[config.mk]
export PLATFORM = sky130hd
export DESIGN_NAME = sec_display_driver_flat
export DESIGN_NICKNAME = d
export VERILOG_FILES = /design/src/rtl/sec_display_driver_if.sv /design/src/rtl/sec_display_driver.sv /design/src/flat_wrapper.sv
export SDC_FILE = /design/constraint.sdc
export NUM_CORES = 1
export LEC_CHECK = 0
export CORE_MARGIN = 5
export CORE_UTILIZATION = 52
export DETAILED_ROUTE_END_ITERATION = 8
export PLACE_DENSITY = 0.81
export SYNTH_ARGS = -nofsm -noshare
export SYNTH_HDL_FRONTEND = slang
export SYNTH_SLANG_ARGS = --single-unit
[constraint.sdc]
create_clock -name clk -period 2.6 [get_ports clk]
set_input_delay 0.39 -clock clk [delete_from_list [all_inputs] [get_ports clk]]
set_output_delay 0.39 -clock clk [all_outputs]
set_load 0.02 [all_outputs]
[src/rtl/sec_display_driver_if.sv]
// Signal bundle between the seconds counter, the display driver and the board pins.
// master drives the binary seconds value; slave is the display driver itself.
interface sec_display_driver_if;
  logic [6:0] sec_count;
  logic [6:0] seg;
  logic [1:0] an;
  logic [7:0] bcd;
  logic       busy;
  logic       range_err;

  modport master (output sec_count, input seg, an, bcd, busy, range_err);
  modport slave  (input sec_count, output seg, an, bcd, busy, range_err);
endinterface

[src/rtl/sec_display_driver.sv]
// Binary seconds -> two BCD digits (sequential double dabble) -> multiplexed active-low 7-seg.
// Optional SEC_DISPLAY_LZB_EN blanks a leading zero in the tens digit.
//
// state  | meaning
// IDLE   | waiting for sample_q to differ from the last converted value
// SHIFT  | seven add-3/shift-left steps on the 15-bit working register
// LOAD   | commit bcd/range_err from the shadowed input, return to IDLE
module sec_display_driver #(
  parameter int FREQ    = 50000000,
  parameter int SCAN_HZ = 1000
) (
  input  logic                 clk,
  input  logic                 rst_n,
  sec_display_driver_if.slave  disp
);
  localparam int SCAN_DIV = FREQ / SCAN_HZ;
  localparam int CW       = (SCAN_DIV > 1) ? $clog2(SCAN_DIV) : 1;

  typedef enum logic [1:0] {S_IDLE, S_SHIFT, S_LOAD} state_t;

  state_t        state, state_nxt;
  logic [6:0]    sample_q;
  logic [6:0]    last_q, last_nxt;
  logic [6:0]    shadow_q, shadow_nxt;
  logic [14:0]   sh_q, sh_nxt, sh_adj;
  logic [2:0]    it_q, it_nxt;
  logic [7:0]    bcd_q, bcd_nxt;
  logic          range_err_q, range_err_nxt;

  logic [CW-1:0] scan_cnt;
  logic          scan_wrap;
  logic          dsel, dsel_nxt;
  logic [3:0]    digit;
  logic [6:0]    seg_q, seg_nxt;
  logic [1:0]    an_q, an_nxt;

  function automatic logic [6:0] seg_decode(input logic [3:0] d);
    case (d)
      4'd0:    return 7'b1000000;
      4'd1:    return 7'b1111001;
      4'd2:    return 7'b0100100;
      4'd3:    return 7'b0110000;
      4'd4:    return 7'b0011001;
      4'd5:    return 7'b0010010;
      4'd6:    return 7'b0000010;
      4'd7:    return 7'b1111000;
      4'd8:    return 7'b0000000;
      4'd9:    return 7'b0010000;
      default: return 7'b1111111;
    endcase
  endfunction

  always_comb begin
    sh_adj = sh_q;
    if (sh_q[10:7] >= 4'd5)  sh_adj[10:7]  = sh_q[10:7] + 4'd3;
    if (sh_q[14:11] >= 4'd5) sh_adj[14:11] = sh_q[14:11] + 4'd3;

    state_nxt     = state;
    sh_nxt        = sh_q;
    it_nxt        = it_q;
    shadow_nxt    = shadow_q;
    last_nxt      = last_q;
    bcd_nxt       = bcd_q;
    range_err_nxt = range_err_q;

    case (state)
      S_IDLE: begin
        if (sample_q != last_q) begin
          sh_nxt     = {8'h00, sample_q};
          it_nxt     = 3'd0;
          shadow_nxt = sample_q;
          state_nxt  = S_SHIFT;
        end
      end
      S_SHIFT: begin
        sh_nxt = {sh_adj[13:0], 1'b0};
        it_nxt = it_q + 3'd1;
        if (it_q == 3'd6) state_nxt = S_LOAD;
      end
      S_LOAD: begin
        // Over-range values keep the last good digits so nibbles 10..15 never escape.
        last_nxt = shadow_q;
        if (shadow_q <= 7'd99) begin
          bcd_nxt       = sh_q[14:7];
          range_err_nxt = 1'b0;
        end else begin
          range_err_nxt = 1'b1;
        end
        state_nxt = S_IDLE;
      end
      default: state_nxt = S_IDLE;
    endcase
  end

  assign scan_wrap = (scan_cnt == CW'(SCAN_DIV - 1));
  assign dsel_nxt  = scan_wrap ? ~dsel : dsel;
  assign digit     = dsel_nxt ? bcd_q[7:4] : bcd_q[3:0];

  // Output registers follow the digit select being loaded so an and seg move together.
  always_comb begin
    an_nxt  = dsel_nxt ? 2'b01 : 2'b10;
    seg_nxt = seg_decode(digit);
`ifdef SEC_DISPLAY_LZB_EN
    if (dsel_nxt && (bcd_q[7:4] == 4'd0)) seg_nxt = 7'b1111111;
`endif
    if (range_err_q) seg_nxt = 7'b0111111;
  end

  always_ff @(posedge clk) begin
    if (!rst_n) begin
      state       <= S_IDLE;
      sample_q    <= 7'd0;
      last_q      <= 7'd0;
      shadow_q    <= 7'd0;
      sh_q        <= 15'd0;
      it_q        <= 3'd0;
      bcd_q       <= 8'h00;
      range_err_q <= 1'b0;
      scan_cnt    <= '0;
      dsel        <= 1'b0;
      an_q        <= 2'b10;
      seg_q       <= 7'b1000000;
    end else begin
      state       <= state_nxt;
      sample_q    <= disp.sec_count;
      last_q      <= last_nxt;
      shadow_q    <= shadow_nxt;
      sh_q        <= sh_nxt;
      it_q        <= it_nxt;
      bcd_q       <= bcd_nxt;
      range_err_q <= range_err_nxt;
      scan_cnt    <= scan_wrap ? '0 : scan_cnt + 1'b1;
      dsel        <= dsel_nxt;
      an_q        <= an_nxt;
      seg_q       <= seg_nxt;
    end
  end

  assign disp.bcd       = bcd_q;
  assign disp.range_err = range_err_q;
  assign disp.busy      = (state != S_IDLE);
  assign disp.an        = an_q;
  assign disp.seg       = seg_q;
endmodule
[src/flat_wrapper.sv]
// flat-port wrapper written by rule: the top's interface ports become plain ports
module sec_display_driver_flat 
#(
  parameter int FREQ    = 50000000,
  parameter int SCAN_HZ = 1000
)
  (clk, rst_n, disp_sec_count, disp_seg, disp_an, disp_bcd, disp_busy, disp_range_err);
  sec_display_driver_if disp_i ();
  input  logic clk;
  input  logic rst_n;
  input wire logic [$bits(disp_i.sec_count)-1:0] disp_sec_count;
  output wire logic [$bits(disp_i.seg)-1:0] disp_seg;
  output wire logic [$bits(disp_i.an)-1:0] disp_an;
  output wire logic [$bits(disp_i.bcd)-1:0] disp_bcd;
  output wire logic [$bits(disp_i.busy)-1:0] disp_busy;
  output wire logic [$bits(disp_i.range_err)-1:0] disp_range_err;
  assign disp_i.sec_count = disp_sec_count;
  assign disp_seg = disp_i.seg;
  assign disp_an = disp_i.an;
  assign disp_bcd = disp_i.bcd;
  assign disp_busy = disp_i.busy;
  assign disp_range_err = disp_i.range_err;
  sec_display_driver #(.FREQ(FREQ), .SCAN_HZ(SCAN_HZ)) u_core (.clk(clk), .rst_n(rst_n), .disp(disp_i));
endmodule
## After elaboration in Yosys (flattened, before gate mapping)

Memories as Yosys holds them, arrays and structs flattened.
Cells that the tools add are included.

- $add $sub $neg: 4
- $mul: 0
- Divide/modulo/power cells: 0
- Magnitude comparators: 3
- Equal/unequal tests: 7
- Shifts and indexed selects: 0
- Muxes and demuxes: 14
- Bitwise gates (word level): 2
- Reduce and logical (&&, ||, !) cells: 8

Operator list:

| operator | number |
|---|---|
| $pmux 15 s2 | 1 |
| $add 16x1->16 const B | 1 |
| $eq 16x16->1 const B | 1 |
| $mux 15 | 1 |
| $ge 4x3->1 const B | 2 |
| $mux 4 | 2 |
| $reduce_and 2->1 | 4 |
| $le 7x7->1 const B | 1 |
| $mux 7 | 1 |
| $ne 7x7->1 | 1 |
| $mux 2 | 3 |
| $mux 3 | 2 |
| $pmux 3 s2 | 1 |
| $add 4x2->4 const B | 1 |
| $ne 2x1->1 const B | 2 |
| $pmux 2 s2 | 1 |
| $reduce_bool 2->1 | 2 |
| $add 3x1->3 const B | 1 |
| $add 3x2->3 const B | 1 |
| $eq 3x3->1 const B | 1 |
| $eq 2x1->1 const B | 1 |
| $eq 2x2->1 const B | 1 |
| $logic_not 2->1 | 1 |
| $mux 1 | 2 |
| other kinds (2) | 3 |

- Register bits: 76
- Latch bits: 0
- Bits in writable memories: 0
- Bits in read-only memories: 112
- Input port bits: 9
- Output and inout port bits: 19
- Memories kept: 1

Memory list:

| name | words | width | rd ports | clocked after Yosys merged registers in | wr ports | RTL line | text |
|---|---|---|---|---|---|---|---|
| (no name shown) | 16 | 7 | 1 | 0 | 0 | sec_display_driver.sv:38 | `case (d)` |

## Longest topological paths before layout

Gate-level depths: netlist of the first run.
An unclocked memory read counts as a cell.

- Word-level depth: 5
- Mapped depth: 11

## Worst setup path before layout of the first run

OpenSTA, ideal clock, no wires.

- Path type: flip-flop to flip-flop
- Start point: register u_core.scan_cnt[0]
- End point: register u_core.seg_q[5] (netlist: u_core.disp.seg[5])
- Library setup time: 0.115 ns
- Arrival time: 2.427 ns
- Data required time: 2.485 ns
- Slack: 0.059 ns
- Cell stages (with the launch flop): 12
- Path buffers: 2
- Period minus slack after synthesis: 2.541 ns
- Cells stage by stage: dfxtp_1 ha_1 and3_1 nand4_1 xor2_1 buf_6 buf_4 mux2_2 ha_1 and4bb_2 nor3_1 o21a_1

- Word-level cells in the longest chain between the ends: 5

Ends and longest elaborated chain:

| element | RTL line | text |
|---|---|---|
| from (decl) | sec_display_driver.sv:30 | `logic [CW-1:0] scan_cnt;` |
| from (signal assigned) | sec_display_driver.sv:132 | `scan_cnt <= scan_wrap ? '0 : scan_cnt + 1'b1;` |
| $eq 16x16->1 | sec_display_driver.sv:95 | `assign scan_wrap = (scan_cnt == CW'(SCAN_DIV - 1));` |
| $mux 1 | sec_display_driver.sv:96 | `assign dsel_nxt = scan_wrap ? ~dsel : dsel;` |
| $mux 4 | sec_display_driver.sv:97 | `assign digit = dsel_nxt ? bcd_q[7:4] : bcd_q[3:0];` |
| $mem_v2 16x7 | n/a |  |
| $mux 7 | sec_display_driver.sv:106 | `if (range_err_q) seg_nxt = 7'b0111111;` |
| to (signal assigned) | sec_display_driver.sv:135 | `seg_q <= seg_nxt;` |
| to (decl) | sec_display_driver.sv:34 | `logic [6:0] seg_q, seg_nxt;` |

No other way between the ends.
A chain may end at the register's enable or synchronous reset.

## Final worst setup path of the first run

Same ends and word-level chain as after synthesis.

==> results of run 1 <==
-- layout by cell type (no fill, tap or decap), types with 3 or more instances in the layout --
master           Yosys  routed
nand2b_1             8       8
xor2_1              13      12
nor2b_1             19      19
clkdlybuf4s50_1      0      27
o21ai_0             15      15
mux2i_1              7       7
a221oi_1             6       6
nand3_1             16      16
a21boi_0            14      14
a21oi_1             19      19
buf_4                2       7
dfxtp_1             75      75
and3_1              11      11
and2_1              18      18
nor3_1               4       4
clkbuf_8             0      10
mux2_2               3       3
xnor2_1             13      13
ha_1                 8       8
inv_1               15      15
nor2_1              34      34
nand2_1             29      29
o21a_1              13      13
-- final cells by class --
cell class	instances	area (um2)
Clock buffer	11	141.4
Multi-Input combinational cell	270	1744
Tap cell	77	96.34
Sequential cell	75	1501
Fill cell	567	2440
Timing Repair Buffer	35	342.8
Clock inverter	4	27.53
Inverter	15	56.30
-- registers in the layout, indices dropped and copies added, names as in the netlist --
signal	flops
u_core.it_q	3
u_core.scan_cnt	16
u_core.shadow_q	7
u_core.sample_q	7
u_core.disp.range_err	1
u_core.last_q	7
u_core.state	2
u_core.disp.an	2
u_core.disp.seg	7
u_core.sh_q	15
u_core.disp.bcd	8
-- cells by family (layout without fill, tap and decap cells) --
family                     Yosys count  in the layout  share of synthesized area
buffers and inverters               37             65                    0.04677
adders and majority gates            8              8                    0.02947
muxes                               10             10                    0.03057
DFF                                 75             75                     0.4420
and+or+nand+nor                    150            150                     0.2357
AOI/OAI and AO/OA                   76             76                     0.1484
xor gates and xnor gates            26             26                    0.06704
-- timing repair --
action                                  in CTS  in global routing
resized for setup                            0                  1
setup buffers                                0                  3
endpoints found under the setup margin       0                  2
-- report_power, final --
group	switching [uW]	total [uW]	leakage (uW)	internal, uW
Combinational	76.1	138	0.000831	61.9
Sequential	18.6	1190	0.000609	1180
Clock	399	766	0.0000891	367
-- worst paths after layout --
check                                   to  depth (start not counted)
max          u_core.disp.seg[5]$_SDFF_PN0_                          9
min          u_core.scan_cnt[0]$_SDFF_PP0_                          1
max reg2reg  u_core.disp.seg[5]$_SDFF_PN0_                          9
min reg2reg  u_core.scan_cnt[0]$_SDFF_PP0_                          1
-- per-stage QoR --
stage	cells	worst slack (ns)	utilization
floorplan	382	0.05868	-
global placement	469	0.1146	0.5844
detailed placement	469	0.01039	0.5844
CTS	484	0.0003555	0.6110
global route	487	-0.02785	0.6158
finish	487	0.08080	0.6158
-- metal layers --
metal,vias to the layer above,global-route usage,wire length (um)
met3,9,0.05500,361
li1,1332,-,-
met4,0,0.04156,85
met2,62,0.2615,3092
met5,-,0,0
met1,1182,0.2001,2938
-- worst max-delay path, delay by kind of cell (launching register included) --
family / cells / cell delay (ns)
compound gates: 1 / 0.16
fa+ha+maj: 2 / 0.41
xor+xnor: 1 / 0.29
mux: 1 / 0.36
flops: 1 / 0.35
simple gates: 4 / 0.83
==> results.toml, run 1 <==
[status]
status = "finished, final reports clean"

[place]
postPlaceCellArea_um2 = 3711
port_buffers = 27
dp_hpwl_mm = 4.455
globalplace.congestion = 0.8346

[timing]
fmax_ghz = 0.3970
final_hold_viol_count = 0
fin_crit_ns = 2.519
fin_setup_tns_ns = 0
finClkSkew_ns = 0.009624
relSlewSlack = 0.5997
setup_viol = 0
hold_slack_ns = 0.4424
min_period_over_period = 0.9689
final-max-slew-violation-count = 0
worst_pin_slew_ns = 0.5929

[hold_path]
hp-class = "register to register"
min_from = "u_core.scan_cnt[0]$_SDFF_PP0_"

[clock_tree]
cts_inserted_buffers = 9
htreeDepth = 3
clockBufferDepth = 2
clk_latency_ns = 0.34
cts_tree = "built"
cts.sinks = 75
root_buffer = "clkbuf_8"
cts-hold-fix-buffers = 0
cts.clk_slew.worst_paths_ns = 0.07

[worst_setup_path]
r2r_slack_ns = 0.08
crit_path_max_incr_delay_ns = 0.36
reg2reg_from = "u_core.scan_cnt[0]$_SDFF_PP0_"
crit_top_cell = "ha_1"
slowest_stage = "mux2_2"
worstSetupStartpointType = "register"
crit_start = "u_core.scan_cnt[0]$_SDFF_PP0_"
end_kind = "register"
arrival_ns = 2.76
crit_chain = "ha_1 -> and3_1 -> nand4_1 -> xor2_2 -> mux2_2 -> ha_1 -> and4bb_2 -> nor3_1 -> o21a_1"
cp.required_ns = 2.84
crit_type = "register to register"
cp_max_fo = 4

[synth]
syn_area_per_cell_um2 = 8.893
async_reset_ff_frac = 0
syn_inst = 382
yosysMostFrequentCell = "dfxtp_1"
synth_seq_area_share = 0.4420
synth-seq-cells = 75
synth-edff-count = 0
synth_top_cells_by_area = "dfxtp_1, nor2_1, nor2b_1, xnor2_1, xor2_1"
ys_warn_count = 0
yosysTopAreaCellShare = 0.4420
syn_nets = 399
yosysUniqueCellTypes = 42
yosysTopAreaCell = "dfxtp_1"
synth_common_cells = "dfxtp_1, nor2_1, nand2_1, a21oi_1, nor2b_1"
syn_area_um2 = 3397
synthFlopType = "dfxtp_1"

[final_layout]
area_growth_pct = 15.10
drive_above_1_share = 0.08293
final_area_um2 = 3910
num-nets-final = 423
diodes = 0

[global_route]
track_usage = 0.1596
antenna_found_initial = 0
grt_pass1_wl_mm = 10.98
gr-total-overflow = 0
grt_pass1_vias = 2439
grt_max_degree = 62

[power_and_ir_drop]
p_per_area_nw_per_um2 = 536.8
ir_drop_uv = 427.8
finalPower_uw = 2099
power.leakage_uw = 0.001529

[detailed_routing]
antenna_left = 0
wl_mm = 6.478
via_per_inst = 5.308
firstDrtPassIters = 4
num_vias = 2585
drc = 0
dr.first_iter.drc_count = 91
wl_per_cell_um = 13.30

[run]
timing.max_cap.violations = 0

[floorplan]
die_w_um = 90.83
die_y_um = 90.83
start_util = 0.5350
io_pins = 28
die_area_um2 = 8249
fp-row-count = 29
core-area_um2 = 6350
Power figures use the tool's default switching activity.
==> run 2: changes to the inputs <==
clock period = 2.3 ns   (was 2.6 ns; I/O delays follow)
==> results.toml, run 2 (synthesized netlist as in run 1, its figures left out) <==
[power_and_ir_drop]
ir_drop_uv = 434.0
switching_power_uw = 568.3
combPwrFrac = 0.062
clkPwrFrac = 0.426
power.leakage_uw = 0.001620
pwr-share-seq = 0.512
p_per_area_nw_per_um2 = 642.2
intPower_uw = 2070
p_sw_frac = 0.2154

[timing]
min_period_over_period = 1.007
rsz0062_at_grt = "yes"
fmax_ghz = 0.4316
relSlewSlack = 0.6776
finClkSkew_ns = 0.01034
worst_slack_ns = -0.01672
fin_setup_tns_ns = -0.01856
fin_crit_ns = 2.317
final-max-slew-violation-count = 0
setup_viol = 2
final_hold_viol_count = 0
worst_pin_slew_ns = 0.4775

[final_layout]
n_fill_cell = 505
area_growth_pct = 20.92
drive_above_1_share = 0.1324
final_area_um2 = 4108
top_register = "u_core.scan_cnt"
num-nets-final = 436
register_area_um2 = 1506
multiInputGateArea_um2 = 1783
final_cell_mix = "dfxtp_1, nor2_1, nand2_1"
diodes = 0
largest_reg_flops = 16
layout_commonest_cell = "dfxtp_1"

[clock_tree]
root_buffer = "clkbuf_8"
clk_latency_ns = 0.34
htreeDepth = 3
cts.sinks = 75
clockBufferDepth = 2
cts_tree = "built"
cts_inserted_buffers = 9
cts.clk_slew.worst_paths_ns = 0.08

[detailed_routing]
wl_per_cell_um = 13.37
dr.first_iter.drc_count = 89
via_per_inst = 5.268
drc = 0
antenna_left = 0
num_vias = 2634
wl_mm = 6.687
firstDrtPassIters = 4

[worst_setup_path]
cp.required_ns = 2.53
crit_path_max_incr_delay_ns = 0.33
worstSetupStartpointType = "register"
crit_type = "register to register"
crit_chain = "nor4b_2 -> nand4_1 -> xor2_1 -> buf_4 -> mux2_4 -> ha_4 -> and4bb_2 -> nor3_2 -> o21a_1"
path_delay_family = "simple AND/OR/NAND/NOR gates"
arrival_ns = 2.55
end_kind = "register"
slowest_stage = "dfxtp_2"
worst-path-buf-inv = 1
cp_max_fo = 3

[floorplan]
fp-row-count = 29
die_area_um2 = 8249
io_pins = 28
die_y_um = 90.83
core-area_um2 = 6350
die_w_um = 90.83
start_util = 0.5350

[global_route]
grt_pass1_wl_mm = 11.61
antenna_found_initial = 0
gr-total-overflow = 0
track_usage = 0.1694
grt_pass1_vias = 2583
grt_max_degree = 53

[place]
dp_hpwl_mm = 4.534
globalplace.congestion = 0.8224
postPlaceCellArea_um2 = 3824
port_buffers = 27

[status]
status = "finished with violations"
violations = "setup timing"

[hold_path]
hp-class = "register to register"

[run]
timing.max_cap.violations = 0
run 2: changes by cell type in the layout (fill, tap and decap cells not counted), moves of 2 or more:
cell / before / now
dfxtp_2: 0 / 4
ha_1: 8 / 6
mux2_2: 3 / 1
buf_4: 7 / 20
ha_4: 0 / 2
mux2_4: 0 / 2
dfxtp_1: 75 / 71
bufinv_16: 0 / 2
run 2: cell type report:
type / count / share of cell area
well taps: 77 / 0.02345
clock buffers: 11 / 0.03686
clock inverters: 4 / 0.01797
repair buffers: 48 / 0.1072
inverters: 15 / 0.01371
flip-flops and latches: 75 / 0.3667
multi-input cells: 270 / 0.4341
run 2: power by group through the flow:
stage	combinational (uW)	sequential (uW)	clock, uW
after CTS	161	1350	1150
after global routing	181	1350	1220
after global placement	158	1380	0
after floorplan	114	1380	0
after detailed placement	159	1380	0
final	162	1350	1120
run 2: per-layer routing:
metal | track usage | part of all wire | vias up | wire length, um
li1 | - | - | 1358 | -
met1 | 0.2016 | 0.45 | 1211 | 3006
met2 | 0.2851 | 0.49 | 50 | 3273
met3 | 0.04000 | 0.039 | 15 | 262
met4 | 0.08191 | 0.022 | 0 | 144
met5 | 0 | 0 | - | 0
run 2: repair_timing:
| action | in CTS | in global routing |
|---|---|---|
| resized for setup | 1 | 2 |
| endpoints found under the setup margin | 1 | 3 |
| setup buffers | 7 | 1 |
| endpoints found under the hold margin | 0 | 0 |
| pin swaps | 8 | 1 |
| hold buffers | 0 | 0 |
run 2: final timing paths:
| path | start | end | slack (ns) | depth (start not counted) |
|---|---|---|---|---|
| worst max-delay path | u_core.scan_cnt[13]$_SDFF_PP0_ | u_core.disp.seg[5]$_SDFF_PN0_ | -0.02 | 9 |
| worst min-delay path | u_core.shadow_q[0]$_SDFFE_PN0P_ | u_core.shadow_q[0]$_SDFFE_PN0P_ | 0.47 | 2 |
| worst max register to register | u_core.scan_cnt[13]$_SDFF_PP0_ | u_core.disp.seg[5]$_SDFF_PN0_ | -0.02 | 9 |
| worst min register to register | u_core.shadow_q[0]$_SDFFE_PN0P_ | u_core.shadow_q[0]$_SDFFE_PN0P_ | 0.47 | 2 |
run 2: tightest hold or removal path, cell delays in order (launching register included):
cell and delay [ns]:
dfxtp_1 0.32, nand2_1 0.05, a21boi_0 0.06
run 2: per-stage QoR:
step	total power, uW	setup slack [ns]	utilization	instances	hold WS (ns)
3_3_place_gp	1538	0.04415	0.6022	478	0.4228
6_report	2638	-0.01672	0.6469	500	0.4701
5_1_grt	2759	-0.1119	0.6469	500	0.4944
3_5_place_dp	1540	-0.09887	0.6022	478	0.4464
4_1_cts	2665	-0.004335	0.6461	500	0.4757
2_1_floorplan	1490	-0.09327	-	382	0.4161
